$ cat config.mk
export PLATFORM = sky130hd
export DESIGN_NAME = store_buffer
export DESIGN_NICKNAME = d
export VERILOG_FILES = /design/src/rtl/store_buffer_pkg.sv /design/src/rtl/sb_forward.sv /design/src/rtl/store_buffer.sv
export SDC_FILE = /design/constraint.sdc
export NUM_CORES = 1
export LEC_CHECK = 0
export BUFFER_PORTS_ARGS = -buffer_cell sky130_fd_sc_hd__buf_2
export CAP_MARGIN = 10
export CORE_ASPECT_RATIO = 0.8
export CORE_UTILIZATION = 41
export CTS_CLUSTER_SIZE = 16
export DETAILED_ROUTE_END_ITERATION = 10
export MAX_ROUTING_LAYER = met4
export PLACE_DENSITY = 0.63
export SETUP_SLACK_MARGIN = 0.5
export SYNTH_ARGS = -nofsm -noshare
export SYNTH_HDL_FRONTEND = slang
export SYNTH_SLANG_ARGS = --single-unit
$ cat constraint.sdc
create_clock -name clk -period 6.07 [get_ports clk]
set_clock_uncertainty 0.1 [all_clocks]
set_input_delay 0.9105 -clock clk [delete_from_list [all_inputs] [get_ports clk]]
set_output_delay 0.9105 -clock clk [all_outputs]
set_load 0.005 [all_outputs]
$ cat src/rtl/store_buffer_pkg.sv
// store_buffer_pkg
//   Shared definitions for the store buffer slice: the machine word width,
//   the default buffer depth and its pointer width, boolean constants, and
//   the packed {addr, data} entry type that the FIFO storage and the
//   forwarding selector both use.
package store_buffer_pkg;

    localparam int XLEN_WIDTH   = 32;
    localparam int SB_DEPTH     = 4;
    localparam int SB_PTR_WIDTH = $clog2(SB_DEPTH);

    localparam logic TRUE  = 1'b1;
    localparam logic FALSE = 1'b0;

    typedef logic [XLEN_WIDTH-1:0] xlen_t;

    typedef struct packed {
        xlen_t addr;
        xlen_t data;
    } sb_entry_t;

endpackage

$ cat src/rtl/sb_forward.sv
// sb_forward
//   Combinational youngest-match selector for store-to-load forwarding.
//   Walks the valid entries from the most recently written one (tail-1)
//   back towards the oldest (head) and returns the data of the first
//   entry whose address equals the load address.
//
// Ports
//   entries_i    : all buffer entries, indexed by physical slot
//   tail_i       : slot the next store will be written to
//   count_i      : number of valid entries (0..SB_DEPTH)
//   read_addr_i  : load address to look up
//   hit_o        : some valid entry matches read_addr_i
//   data_o       : data of the youngest matching entry (0 when no hit)
module sb_forward
    import store_buffer_pkg::*;
#(
    parameter int DEPTH = SB_DEPTH,
    parameter int PTR_W = $clog2(DEPTH)
) (
    input  sb_entry_t [DEPTH-1:0] entries_i,
    input  logic [PTR_W-1:0]      tail_i,
    input  logic [PTR_W:0]        count_i,
    input  xlen_t                 read_addr_i,
    output logic                  hit_o,
    output xlen_t                 data_o
);

    logic [PTR_W-1:0] idx;

    // The i-th step back from tail lands on slot tail-1-i; modulo wrap comes
    // for free from the pointer width because DEPTH is a power of two. Only
    // the first count_i steps cover valid entries, and the first hit wins so
    // the youngest matching store is forwarded.
    always_comb begin
        hit_o  = FALSE;
        data_o = '0;
        idx    = '0;
        for (int i = 0; i < DEPTH; i++) begin
            idx = tail_i - PTR_W'(i + 1);
            if (!hit_o && (i < int'(count_i)) &&
                (entries_i[idx].addr == read_addr_i)) begin
                hit_o  = TRUE;
                data_o = entries_i[idx].data;
            end
        end
    end

endmodule

$ cat src/rtl/store_buffer.sv
// store_buffer
//   Circular FIFO of pending stores between the mem stage and the data RAM.
//   Stores are accepted at the tail, drained in strict order from the head
//   whenever the RAM is ready, and loads see the youngest pending data for
//   their address before falling back to the RAM.
//
// Ports
//   clk, rst         : clock, synchronous active-high reset
//   in_write_en/addr/data : store request from the mem stage
//   in_read_addr     : load address from the mem stage
//   in_read_data     : forwarded / RAM load data (combinational)
//   ram_read_addr/data    : data RAM read port (pass-through address)
//   ram_write_en/addr/data: drain request carrying the head entry
//   ram_write_ready  : RAM takes the drain write this cycle
//   full, empty      : occupancy flags
//   pause_signal     : store presented but not accepted; pipeline holds
module store_buffer
    import store_buffer_pkg::*;
#(
    parameter int SB_DEPTH = store_buffer_pkg::SB_DEPTH
) (
    input  logic  clk,
    input  logic  rst,
    input  logic  in_write_en,
    input  xlen_t in_write_addr,
    input  xlen_t in_write_data,
    input  xlen_t in_read_addr,
    output xlen_t in_read_data,
    output xlen_t ram_read_addr,
    input  xlen_t ram_read_data,
    output logic  ram_write_en,
    output xlen_t ram_write_addr,
    output xlen_t ram_write_data,
    input  logic  ram_write_ready,
    output logic  full,
    output logic  empty,
    output logic  pause_signal
);

    localparam int PtrW = $clog2(SB_DEPTH);
    localparam int CntW = PtrW + 1;

    sb_entry_t [SB_DEPTH-1:0] entries_q, entries_d;
    logic [PtrW-1:0]          head_q, head_d;
    logic [PtrW-1:0]          tail_q, tail_d;
    logic [CntW-1:0]          count_q, count_d;

    logic  drain;
    logic  accept;
    logic  fwdHit;
    xlen_t fwdData;

    // Occupancy flags and the drain port come purely from registered state,
    // so a store written into an empty buffer cannot leave in the same cycle.
    always_comb begin
        full           = (count_q == CntW'(SB_DEPTH));
        empty          = (count_q == '0);
        ram_write_en   = !empty;
        ram_write_addr = empty ? '0 : entries_q[head_q].addr;
        ram_write_data = empty ? '0 : entries_q[head_q].data;
    end

    // A full buffer can still take a store when the head leaves this cycle,
    // which keeps the pipeline moving at full occupancy.
    always_comb begin
        drain        = ram_write_en && ram_write_ready;
        accept       = in_write_en && (!full || drain);
        pause_signal = in_write_en && !accept;
    end

    // Pointer and count bookkeeping; pointers wrap through their natural
    // width since the depth is a power of two.
    always_comb begin
        entries_d = entries_q;
        head_d    = head_q;
        tail_d    = tail_q;
        count_d   = count_q + CntW'(accept) - CntW'(drain);
        if (accept) begin
            entries_d[tail_q].addr = in_write_addr;
            entries_d[tail_q].data = in_write_data;
            tail_d                 = tail_q + PtrW'(1);
        end
        if (drain) begin
            head_d = head_q + PtrW'(1);
        end
    end

    // Reset clears only the bookkeeping; stale entry contents are invisible
    // once count is zero, so the storage array needs no reset.
    always_ff @(posedge clk) begin
        if (rst) begin
            head_q  <= '0;
            tail_q  <= '0;
            count_q <= '0;
        end else begin
            head_q  <= head_d;
            tail_q  <= tail_d;
            count_q <= count_d;
        end
    end

    always_ff @(posedge clk) begin
        entries_q <= entries_d;
    end

    // The head entry keeps forwarding while it drains, because the scan
    // covers every entry counted in count_q.
    sb_forward #(
        .DEPTH (SB_DEPTH),
        .PTR_W (PtrW)
    ) u_forward (
        .entries_i   (entries_q),
        .tail_i      (tail_q),
        .count_i     (count_q),
        .read_addr_i (in_read_addr),
        .hit_o       (fwdHit),
        .data_o      (fwdData)
    );

    // A store arriving this very cycle is the youngest of all, ahead of
    // anything already buffered.
    always_comb begin
        ram_read_addr = in_read_addr;
        if (in_write_en && (in_write_addr == in_read_addr)) begin
            in_read_data = in_write_data;
        end else if (fwdHit) begin
            in_read_data = fwdData;
        end else begin
            in_read_data = ram_read_data;
        end
    end

endmodule
==> results.txt, run 1 <==
* Die Width: between 200 and 300 microns
- Clk network pwr share: 0.256
- CTS built an H-tree with a depth of 2.
- Source-to-sink clock delay at the later pin of the worst-skew pair: roughly 0.55 ns
- Ratio of cells with drive above 1 in the final layout: 0.401
* Unique cell type count in the Yosys netlist: 66
- At the pin with the least slew margin, the transition time is 1.08 ns.
- Switching Power: 2.78 mW
* Classification of the worst-slack hold path: input pin to flop
- The die is approximately 210 microns tall.
* Number of enable-type register cells in the synthesized netlist: between 200 and 300
- The share of total power dissipated in sequential elements is 0.313.
- The number of global-route vias before repair came to 15,500.
- Setup slack, reg-to-reg: between 2 and 2.5 ns
* Multi-input gate area: 12,800 sq um
- Highest net fanout along the worst path: 45
- Proportion of synthesized chip area in sequential cells: 0.362
- Timing-limited maximum frequency: 181 MHz
- Filler Cells Inserted: around 4,500
* Worst reg2reg path depth: 4
* Total negative slack for setup checks: 0 ns
* Clock tree from TritonCTS: built
- Final Cycle Share: 0.908
- Clock tree synthesis found a total of 263 sinks.
- Fraction of power spent switching nets: 0.357
- Setup repair after global routing left no endpoint under its margin.
- Synthesized area per cell: 13.6 sq um
* Wire length of the first global-routing pass: 106,000 microns
- Combinational share of power: 0.431
- For the finished layout, the period the worst path requires is 5.51 ns.
* Clock-pin transition on the worst setup and hold timing paths: 0.06 ns
- I/O pin count: 264
- The worst register-to-register path begins at tail_q[0]$_SDFFE_PP0P_.
- Dividing total power by cell area gives a power density of approximately 320 nW/um^2.
* Data arrival time at the worst-slack endpoint: 4.50 ns
* Worst Setup Start Kind: flop
- Final setup fails: 0
* Count of unresolved DRC violations after routing: 0
- Cell at the root of the clock tree: sky130_fd_sc_hd__clkbuf_16
- Power comes to 7.81 mW.
- The most common cell in the synthesized netlist is sky130_fd_sc_hd__mux4_2.
- Synth Flop Type: sky130_fd_sc_hd__edfxtp_1
* Number of failing hold endpoints at the final stage: 0
- First drt pass iteration count: 5
* Number of cells in the finished layout apart from fillers: 2,459
- Cell type with the highest aggregate area in the netlist: sky130_fd_sc_hd__edfxtp_1
- CTS buffer count: 34
- Critical path data required time: around 5.1 ns
- Area of all sequential standard cells: 7840 sq um
* Placed Cells incl. Taps: 2,382
* Detailed-route via count: 16,100
* Maximum number of pins on one net before global-route repair: 70
* Effective utilization at floorplan: 0.419
- In this run, synthesis produced a sequential element count of 263.
- The share of synthesized area in the top cell type comes to 0.356.
* Synth area leaders: sky130_fd_sc_hd__edfxtp_1, sky130_fd_sc_hd__mux4_2, sky130_fd_sc_hd__xnor2_1, sky130_fd_sc_hd__and2_1, sky130_fd_sc_hd__mux2i_1
- In the synthesized netlist, the number of instances is between 1,500 and 2,000.
- Die Area: 53,600 sq um
- Across the VDD grid, the largest voltage drop is 168 uV.
- Using the TritonRoute via totals, the vias-per-cell ratio works out to 6.55.
- After legalization and detailed placement, the total HPWL measured 47,400 microns.
* Number of antenna-violating nets in the routed design: 0
- CTS max path bufs: 3
- In this run the critical register-to-register path is captured at entries_q[107]$_DFFE_PP_.
- Number of rows created at floorplan: 74
- The final count of pins violating max slew was 0.
- Fin Hold WS: 0.502 ns
- GR Util All Layers: 0.275
- Final weighted congestion in routability-driven placement: 0.945
* Number of cells on the worst hold path: 1
* Netlist area before placement: 21,600 sq um
- Headroom to the max-slew limit: 0.282
- Once layout is complete, the utilization of the core stands at 0.475.
* Total of warnings raised by yosys: 0
- Internal power comes to 5.02 mW.
* Post-CTS Hold Fix Bufs: 0
- When the netlist entered floorplanning its net count stood at 1,734.
- Number of antenna violations at the first check in global routing: 8
- For this block, the initial DRC count from the detailed router was 2,063.
- Status: completed
- Maximum Capacitance Violations: 0
- Hold Path End: entries_q[100]$_DFFE_PP_
* Commonest cells post-synth: sky130_fd_sc_hd__mux4_2, sky130_fd_sc_hd__edfxtp_1, sky130_fd_sc_hd__and2_1, sky130_fd_sc_hd__xnor2_1, sky130_fd_sc_hd__clkbuf_1
- After detailed routing, the total wire length is 72,100 microns.
* Area growth, synth to finish: 13.4%
- Leakage power: 8.22 nW
* Critical Path Sink Type: output port
- Total congestion overflow after global routing: 0
- The worst hold path begins at in_write_addr[4].
- After detailed routing, the average wire length per cell comes to 29.3 microns.
- Async S/R FF share, synth: 0
* Layout Nets: 1,888
* Classification of the worst setup path: flop to output port
* Number of buffer cells added on primary ports: 263
- Area of the core region: just over 50,000 sq um
## flip-flops by register name (all words and copies together) (netlist names)
name,cells
count_q,3
entries_q,256
head_q,2
tail_q,2
## critical path: stages (launching register included)
cell                       delay (ns)
sky130_fd_sc_hd__dfxtp_4         0.45
sky130_fd_sc_hd__buf_8           0.37
sky130_fd_sc_hd__mux4_2          0.57
sky130_fd_sc_hd__xnor2_1         0.29
sky130_fd_sc_hd__nand4_1         0.28
sky130_fd_sc_hd__nor4_4          0.29
sky130_fd_sc_hd__nand4_1         0.19
sky130_fd_sc_hd__buf_4           0.31
sky130_fd_sc_hd__o221ai_4        0.25
sky130_fd_sc_hd__buf_12          0.29
sky130_fd_sc_hd__o211ai_1        0.16
sky130_fd_sc_hd__o21ai_1         0.26
sky130_fd_sc_hd__buf_2           0.17
## metrics by stage
step	worst slack (ns)	instance area, sq um
2_1_floorplan	0.505	21600
3_3_place_gp	0.652	23100
3_5_place_dp	0.603	23100
4_1_cts	0.435	24400
5_1_grt	0.457	24500
6_report	0.558	24500
## what timing repair did
item                       4_1_cts  5_1_grt
buffers inserted                 3        8
gates resized for setup          4       14
setup endpoints to repair       32       32
gates cloned                     2        0
pin swaps                        2        1
## cell type report
type                       count  area share
multi-input combinational   1123       0.522
sequential                   263       0.320
timing repair buffer         308      0.0757
clock buffer                  43      0.0382
tap                          684      0.0349
clock inverter                14     0.00557
inverter                      17     0.00276
antenna                        7    0.000715
## power groups by stage
stage	registers [mW]	logic, mW	clock network (mW)
2_1_floorplan	2.34	2.32	0
3_3_place_gp	2.46	3.24	0
3_5_place_dp	2.47	3.25	0
4_1_cts	2.44	3.33	2.02
5_1_grt	2.47	3.57	2.09
6_report	2.44	3.36	2.00
## per-layer routing
| layer | track usage | part of all wire |
|---|---|---|
| met1 | 0.401 | 0.42 |
| met2 | 0.400 | 0.45 |
| met3 | 0.0508 | 0.11 |
| met4 | 0.0592 | 0.019 |
| met5 | - | 0 |
## layout by cell type (no fill, tap or decap), types with 6 or more instances in the layout
| cell | count |
|---|---|
| sky130_fd_sc_hd__a2111o_1 | 26 |
| sky130_fd_sc_hd__a211oi_1 | 8 |
| sky130_fd_sc_hd__a21oi_1 | 8 |
| sky130_fd_sc_hd__and2_1 | 132 |
| sky130_fd_sc_hd__buf_12 | 7 |
| sky130_fd_sc_hd__buf_2 | 263 |
| sky130_fd_sc_hd__buf_4 | 29 |
| sky130_fd_sc_hd__clkbuf_16 | 35 |
| sky130_fd_sc_hd__diode_2 | 7 |
| sky130_fd_sc_hd__edfxtp_1 | 256 |
| sky130_fd_sc_hd__inv_1 | 15 |
| sky130_fd_sc_hd__mux2_2 | 6 |
| sky130_fd_sc_hd__mux2_4 | 24 |
| sky130_fd_sc_hd__mux2i_1 | 84 |
| sky130_fd_sc_hd__mux4_2 | 271 |
| sky130_fd_sc_hd__nand2_1 | 49 |
| sky130_fd_sc_hd__nand3_1 | 11 |
| sky130_fd_sc_hd__nand4_1 | 27 |
| sky130_fd_sc_hd__nor2_1 | 19 |
| sky130_fd_sc_hd__nor2b_1 | 69 |
| sky130_fd_sc_hd__nor4_1 | 11 |
| sky130_fd_sc_hd__o211ai_1 | 6 |
| sky130_fd_sc_hd__o211ai_2 | 23 |
| sky130_fd_sc_hd__o21ai_0 | 34 |
| sky130_fd_sc_hd__o21ai_1 | 30 |
| sky130_fd_sc_hd__o221ai_1 | 7 |
| sky130_fd_sc_hd__o22ai_1 | 6 |
| sky130_fd_sc_hd__o31a_1 | 7 |
| sky130_fd_sc_hd__or3_1 | 27 |
| sky130_fd_sc_hd__xnor2_1 | 121 |
| sky130_fd_sc_hd__xor2_1 | 34 |
## cell families after synthesis
family	after synthesis	share of synthesized area
AOI/OAI and AO/OA	204	0.0762
buffers and inverters	207	0.0501
muxes	389	0.344
adders and majority gates	9	0.00556
and+or+nand+nor	366	0.0987
DFF	263	0.362
xor gates and xnor gates	155	0.0628
## how the worst max path moves through the flow
stage | startpoint | to | slack (ns) | cells past startpoint
finish | tail_q[0]$_SDFFE_PP0P_ | in_read_data[5] | 0.56 | 12
global route | tail_q[0]$_SDFFE_PP0P_ | in_read_data[6] | 0.46 | 12
CTS | tail_q[0]$_SDFFE_PP0P_ | in_read_data[6] | 0.43 | 12
detailed placement | tail_q[0]$_SDFFE_PP0P_ | in_read_data[6] | 0.60 | 12
global placement | tail_q[0]$_SDFFE_PP0P_ | in_read_data[6] | 0.65 | 12
floorplan | tail_q[0]$_SDFFE_PP0P_ | in_read_data[22] | 0.50 | 21
(Power assumes the default switching activity.)
==> run 2: changes to the inputs <==
Settings changed: CELL_PAD_IN_SITES_DETAIL_PLACEMENT set to 0, CELL_PAD_IN_SITES_GLOBAL_PLACEMENT set to 2, CORE_UTILIZATION 41 to 38, PLACE_DENSITY 0.63 to 0.79.
==> results.txt, run 2 (synthesis gave the netlist of run 1 again) <==
- Status: completed
* Hold Path End: entries_q[46]$_DFFE_PP_
* Launching point of the worst reg2reg path: tail_q[1]$_SDFFE_PP0P_
- The clock reaches the later pin of the worst-skew pair after 0.57 ns.
- Setup violations remaining at the end of the flow were counted as 0.
* Wire length of the first global-routing pass: 108,000 microns
- Total congestion overflow after global routing: 0
- Clock tree synthesis selected as its root buffer the cell sky130_fd_sc_hd__clkbuf_16.
* Setup slack, reg-to-reg: around 2.4 ns
- Die Area: between 50,000 and 60,000 sq um
- In the routed design, unresolved DRC markers number 0.
- Number of failing hold endpoints at the final stage: 0
- Number of buffer cells added on primary ports: 263
- First drt pass iteration count: 7
- Die height: 215 microns
* Maximum Capacitance Violations: 0
- STA puts the critical path data arrival time at approximately 4.5 ns.
- Area growth, synth to finish: 14.4%
- The initial antenna violation count came to 4.
- Register with the most flip-flops: entries_q
- The startpoint identified for the worst hold timing path is in_write_addr[14].
- Measured against its own limit, the worst slew margin works out to 0.285.
- Number of sinks handled by clock tree synthesis: 263
- After the last flow step, the layout net total stands at roughly 1,900.
* Max FFs per register: 256
- Across every metal layer, demand over resource in global routing totals 0.262.
- After detailed routing, the total wire length is 74,400 microns.
- Number of rows created at floorplan: 77
- Adding up every negative setup slack in the final design gives 0 ns.
- Number of cells on the worst hold path: 1
* Slew at the pin with the worst max-slew slack: between 1 and 1.5 ns
* Worst Setup Start Kind: flop
* Leakage power: ~8.3 nW
- In this run the number of H-tree levels came out at 1.
* Maximum vdd ir drop: 252 uV
* Classification of the worst-slack hold path: input pin to flop
- Ratio of cells with drive above 1 in the final layout: 0.406
- Measured along the x axis, the die boundary spans approximately 270 microns.
- The clock period could shrink to 5.52 ns.
* Final core utilization: 0.444
- Number of vias per cell: roughly 6.3
* Clock-pin transition on the worst setup and hold timing paths: 0.07 ns
- Along the worst path, the maximum fanout reaches 63.
- Vias in the first global route: 15,500
- The final route contains 15,900 vias.
* Post-detailed-placement half-perimeter wirelength: 49,100 microns
* Area of the core region: 55,700 sq um
- Filler Cells Inserted: 5,119
* Maximum number of pins on one net before global-route repair: 64
- The library cell used most frequently in the layout, excluding fill and tap cells, is sky130_fd_sc_hd__mux4_2.
* CTS max path bufs: 3
- I/O pin count: 264
- Classification of the worst setup path: flop to output port
* Biggest registers after layout: entries_q x256, count_q x3
- Final Cycle Share: 0.910
- For the worst flop-to-flop path, the logic depth is 4.
- CTS buffer count: 30
- The number of hold buffers added after CTS was 0.
* Power density relative to cell area: 319 nW/um^2
- First-iteration detailed-routing DRC count: about 1,800
- The library cells used most frequently in the layout, excluding fill and tap cells, are sky130_fd_sc_hd__mux4_2, sky130_fd_sc_hd__buf_2, sky130_fd_sc_hd__edfxtp_1.
- In this run the critical register-to-register path is captured at entries_q[173]$_DFFE_PP_.
- STA classifies the critical path endpoint as an output port.
- Effective utilization at floorplan: 0.388
* Number of antenna-violating nets in the routed design: 0
- Final-report max-slew violation count: 0
- Unrepaired setup endpoints after global routing: true
* Routed len/inst: 29.5 microns
- Final weighted congestion in routability-driven placement: 0.938
- Timing-limited maximum frequency: 181 MHz
- Clock tree from TritonCTS: built
- STA puts the critical path data required time at 5.06 ns.
==> run 2: cell count changes in the layout (fill, tap and decap cells not counted), moves of 2 or more <==
cell	delta
sky130_fd_sc_hd__buf_4	+7
sky130_fd_sc_hd__bufinv_16	+6
sky130_fd_sc_hd__xnor2_1	-5
sky130_fd_sc_hd__xnor2_2	+5
sky130_fd_sc_hd__clkbuf_16	-4
sky130_fd_sc_hd__clkbuf_1	-3
sky130_fd_sc_hd__clkbuf_8	-3
sky130_fd_sc_hd__clkinv_2	+3
sky130_fd_sc_hd__diode_2	-3
sky130_fd_sc_hd__buf_12	-2
sky130_fd_sc_hd__buf_16	+2
sky130_fd_sc_hd__buf_6	-2
sky130_fd_sc_hd__inv_6	-2
==> run 2: metrics by stage <==
step	hold WS [ns]	instance area (sq um)	cells	setup slack, ns	power [mW]
floorplan	0.518	21600	1593	0.505	4.66
global placement	0.475	23300	2455	0.510	5.75
detailed placement	0.475	23300	2455	0.486	5.77
CTS	0.424	24600	2517	0.511	7.88
global route	0.441	24700	2526	0.473	8.21
finish	0.450	24700	2526	0.549	7.88
==> run 2: how the worst max path moves through the flow <==
stage                            from                to  slack (ns)  cells after the start
2_1_floorplan  tail_q[0]$_SDFFE_PP0P_  in_read_data[22]        0.50                     21
3_3_place_gp   tail_q[1]$_SDFFE_PP0P_  in_read_data[21]        0.51                     11
3_5_place_dp   tail_q[1]$_SDFFE_PP0P_  in_read_data[23]        0.49                     11
4_1_cts        tail_q[0]$_SDFFE_PP0P_  in_read_data[26]        0.51                     13
5_1_grt        tail_q[0]$_SDFFE_PP0P_   in_read_data[6]        0.47                     12
6_report       tail_q[1]$_SDFFE_PP0P_   in_read_data[6]        0.55                     11
==> run 2: timing repair <==
action	4_1_cts	5_1_grt
setup endpoints to repair	32	32
setup buffers	5	4
resized for setup	8	11
pin swaps	2	2
gates cloned	3	1
==> run 2: cell type report <==
class / count / area [sq um] / area share
multi-input combinational: 1123 / 12800 / 0.519
sequential: 263 / 7840 / 0.317
timing repair buffer: 315 / 1960 / 0.0792
tap: 750 / 938 / 0.0380
clock buffer: 32 / 758 / 0.0307
clock inverter: 22 / 325 / 0.0132
inverter: 17 / 63.8 / 0.00258
antenna: 4 / 10.0 / 0.000405
==> run 2: worst max-delay path, cell delays in order (launching register included) <==
cell and delay [ns]:
sky130_fd_sc_hd__dfxtp_4 0.40, sky130_fd_sc_hd__buf_16 0.36, sky130_fd_sc_hd__mux4_2 0.57, sky130_fd_sc_hd__xnor2_1 0.45
sky130_fd_sc_hd__nand4_1 0.34, sky130_fd_sc_hd__nor4_4 0.43, sky130_fd_sc_hd__o2111ai_4 0.33, sky130_fd_sc_hd__buf_4 0.26
sky130_fd_sc_hd__mux2_2 0.21, sky130_fd_sc_hd__o211ai_1 0.07, sky130_fd_sc_hd__o21ai_1 0.31, sky130_fd_sc_hd__buf_2 0.18
==> run 2: metal layers <==
metal  up-vias  track usage  routed length, microns  share of wire
met2       878        0.381                   33100           0.44
met1      8280        0.384                   33100           0.45
li1       6678            -                       -              -
met3        95       0.0449                    6740          0.091
met4         0       0.0534                    1460          0.020
met5         -            -                       0              0
==> run 2: report_power, final <==
group          switching, mW  total (mW)  internal (mW)
Clock                  0.789        2.03           1.24
Sequential             0.252        2.45           2.20
Combinational           1.74        3.40           1.66
==> run 3: changes to the inputs <==
Settings changed: CORE_UTILIZATION 38 to 41, PLACE_DENSITY 0.79 to 0.81.
Clock period 6.07 ns to 7.1 ns, I/O delays scaled along.
==> results.txt, run 3 (synthesis gave the netlist of run 1 again) <==
- The flow ran to the end, and the final reports show no timing, DRC or antenna violations.
- After detailed routing, the average wire length per cell comes to 29.0 microns.
- The initialized floorplan defines 74 standard-cell rows.
* Cell at the slowest stage of the critical path: sky130_fd_sc_hd__ha_4
* Critical path data required time: 5.93 ns
* Source-to-sink clock delay at the later pin of the worst-skew pair: 0.58 ns
* Number of cells in the finished layout apart from fillers: 2,438
* Worst Setup Start Kind: flop
- The routed layout has 15,700 vias.
- Reg-to-reg endpoint: entries_q[179]$_DFFE_PP_
- The first global-routing pass estimated slightly above 100,000 microns of wire.
* Top library cells by usage in the layout, fill and taps aside: sky130_fd_sc_hd__mux4_2, sky130_fd_sc_hd__buf_2, sky130_fd_sc_hd__edfxtp_1
* Worst reg2reg path depth: 4
- Detailed placement ended at an HPWL of 46,700 microns.
* Final Cycle Share: 0.898
* Leakage power: 8.08 nW
- Static timing analysis puts the maximum clock frequency at between 150 and 200 MHz.
* CTS buffer count: 30
- Cells along the critical path: inv_1 > ha_4 > buf_4 > mux4_2 > xnor2_1 > nand4_1 > a211oi_1 > nand4_1 > a21oi_1 > nand3_1 > a31oi_1 > buf_2
- In this design, the largest share of critical-path delay is due to compound AO/OA/AOI/OAI gates.
* Count of unresolved DRC violations after routing: 0
- approximately 260 I/O pins were placed.
- The net count of the finished layout is 1,865.
- Final setup fails: 0
- Cell repeated most along the worst path: sky130_fd_sc_hd__nand4_1
- The library cell used most frequently in the layout, excluding fill and tap cells, is sky130_fd_sc_hd__mux4_2.
- Placed Cells incl. Taps: 2,375
* Clock-pin transition on the worst setup and hold timing paths: 0.06 ns
- Using the TritonRoute via totals, the vias-per-cell ratio works out to 6.42.
- First-iteration detailed-routing DRC count: 1,507
* Number of cells on the worst hold path: 2
* Power density relative to cell area: 274 nW/um^2
- Number of sinks handled by clock tree synthesis: 263
- Measured against its own limit, the worst slew margin works out to 0.321.
- Slew at the pin with the worst max-slew slack: about 1 ns
- In the final layout, the multi-input gates occupy 12,800 sq um.
- Vias in the first global route: 15,200
- Launching point of the worst reg2reg path: tail_q[1]$_SDFFE_PP0P_
- In the global route stage, overall resource usage came out at 0.267.
- The worst setup path is of the flop to output port kind.
- The worst hold path terminates at count_q[0]$_SDFF_PP0_.
- Area growth, synth to finish: 12.0%
- The tree is rooted in a sky130_fd_sc_hd__clkbuf_16.
* Critical path buffers and inverters: 3
- The worst path needs 6.37 ns of the cycle, external delays included.
- First drt pass iteration count: 6
- Ratio of cells with drive above 1 in the final layout: 0.391
- The die is slightly above 200 microns tall.
- The number of hold-slack violations in the final timing report came to 0.
- In this run the number of H-tree levels came out at 1.
- Classification of the worst-slack hold path: flop to flop
- Number of antenna violations at the first check in global routing: 9
- Die Area: 53,600 sq um
- Setup slack, reg-to-reg: 3.34 ns
- STA puts the critical path data arrival time at 5.21 ns.
- Unrepaired setup endpoints after global routing: false
- Setup repair bufs after CTS: 0
- Highest net fanout along the worst path: 47
- TritonCTS built the clock tree.
* Die Width: 259 microns
* Total negative slack for setup checks: 0 ns
- Fin Hold WS: ~0.6 ns
* Maximum vdd ir drop: 376 uV
- The clock passes through at most 3 buffers.
- For this run the aggregate overflow at the end of global routing stands at 0.
* Final core utilization: 0.470
- The register with the most flip-flops in the layout has 256 of them.
* Total design power: approximately 6.6 mW
* Number of buffer cells added on primary ports: around 260
- Area of all sequential standard cells: between 7000 and 8000 sq um
- Maximum number of pins on one net before global-route repair: ~140
* Critical path's largest stage delay: between 0.7 and 0.8 ns
* Min-delay src: count_q[0]$_SDFF_PP0_
- The largest registers in the layout are entries_q x256, count_q x3.
- Final weighted congestion in routability-driven placement: between 0.8 and 0.9
* Critical Path Sink Type: output port
* Filler Cells Inserted: 4,630
* Number of antenna-violating nets in the routed design: 0
- Routed wire length: between 70,000 and 80,000 microns
- In this run the standard cell core region covers 51,600 sq um.
- Maximum Capacitance Violations: 0
* Final-report max-slew violation count: 0
- The initial utilization of the core area, before any placement, comes to 0.419.
- entries_q holds more flip-flops than any other register.
-- run 3: cell count changes in the layout (fill, tap and decap cells not counted), moves of 3 or more --
cell / previous run / this run
sky130_fd_sc_hd__buf_4: 36 / 22
sky130_fd_sc_hd__xnor2_2: 5 / 0
sky130_fd_sc_hd__bufbuf_16: 3 / 0
sky130_fd_sc_hd__clkinvlp_4: 3 / 0
sky130_fd_sc_hd__xnor2_1: 116 / 121
sky130_fd_sc_hd__buf_12: 5 / 1
sky130_fd_sc_hd__diode_2: 4 / 8
-- run 3: what timing repair did --
| item | 4_1_cts | 5_1_grt |
|---|---|---|
| gates resized for setup | 0 | 3 |
| hold endpoints to repair | 0 | 0 |
| hold buffers | 0 | 0 |
| setup endpoints to repair | 0 | 2 |
-- run 3: cell type report --
type                    count  share of cell area
diodes                      8            0.000827
clock buffers              35              0.0327
clock inverters            19              0.0123
inverters                  17             0.00264
multi-input cells        1123               0.527
flip-flops and latches    263               0.324
well taps                 684              0.0353
repair buffers            289              0.0653
-- run 3: worst max path at each step --
stage | start | to | depth (start not counted)
after global placement | tail_q[0]$_SDFFE_PP0P_ | in_read_data[9] | 12
after CTS | tail_q[0]$_SDFFE_PP0P_ | in_read_data[9] | 12
final | tail_q[0]$_SDFFE_PP0P_ | in_read_data[30] | 12
after detailed placement | tail_q[0]$_SDFFE_PP0P_ | in_read_data[9] | 12
after floorplan | tail_q[0]$_SDFFE_PP0P_ | in_read_data[0] | 23
after global routing | tail_q[0]$_SDFFE_PP0P_ | in_read_data[30] | 12
-- run 3: metrics by stage --
step           cell area (sq um)  worst slack (ns)
2_1_floorplan              21600              1.06
3_3_place_gp               23100              1.33
3_5_place_dp               23100              1.30
4_1_cts                    24100             0.656
5_1_grt                    24200             0.521
6_report                   24200             0.727
-- run 3: metal layers --
metal | global-route usage | part of all wire | vias to the layer above
li1 | - | - | 6634
met2 | 0.389 | 0.45 | 829
met3 | 0.0631 | 0.10 | 97
met1 | 0.371 | 0.42 | 8101
met4 | 0.0749 | 0.027 | 0
met5 | - | 0 | -
-- run 3: power by group --
part / leakage [nW] / switching, mW / total [mW] / internal (mW)
Combinational: 5.07 / 1.45 / 2.80 / 1.36
Clock: 0.537 / 0.660 / 1.74 / 1.08
Sequential: 2.47 / 0.195 / 2.08 / 1.88
-- run 3: worst min-delay path, delay by kind of cell (launching register included) --
kind | cells | cell delay (ns)
adders and majority gates | 1 | 0.15
DFF | 1 | 0.39
and+or+nand+nor | 1 | 0.11
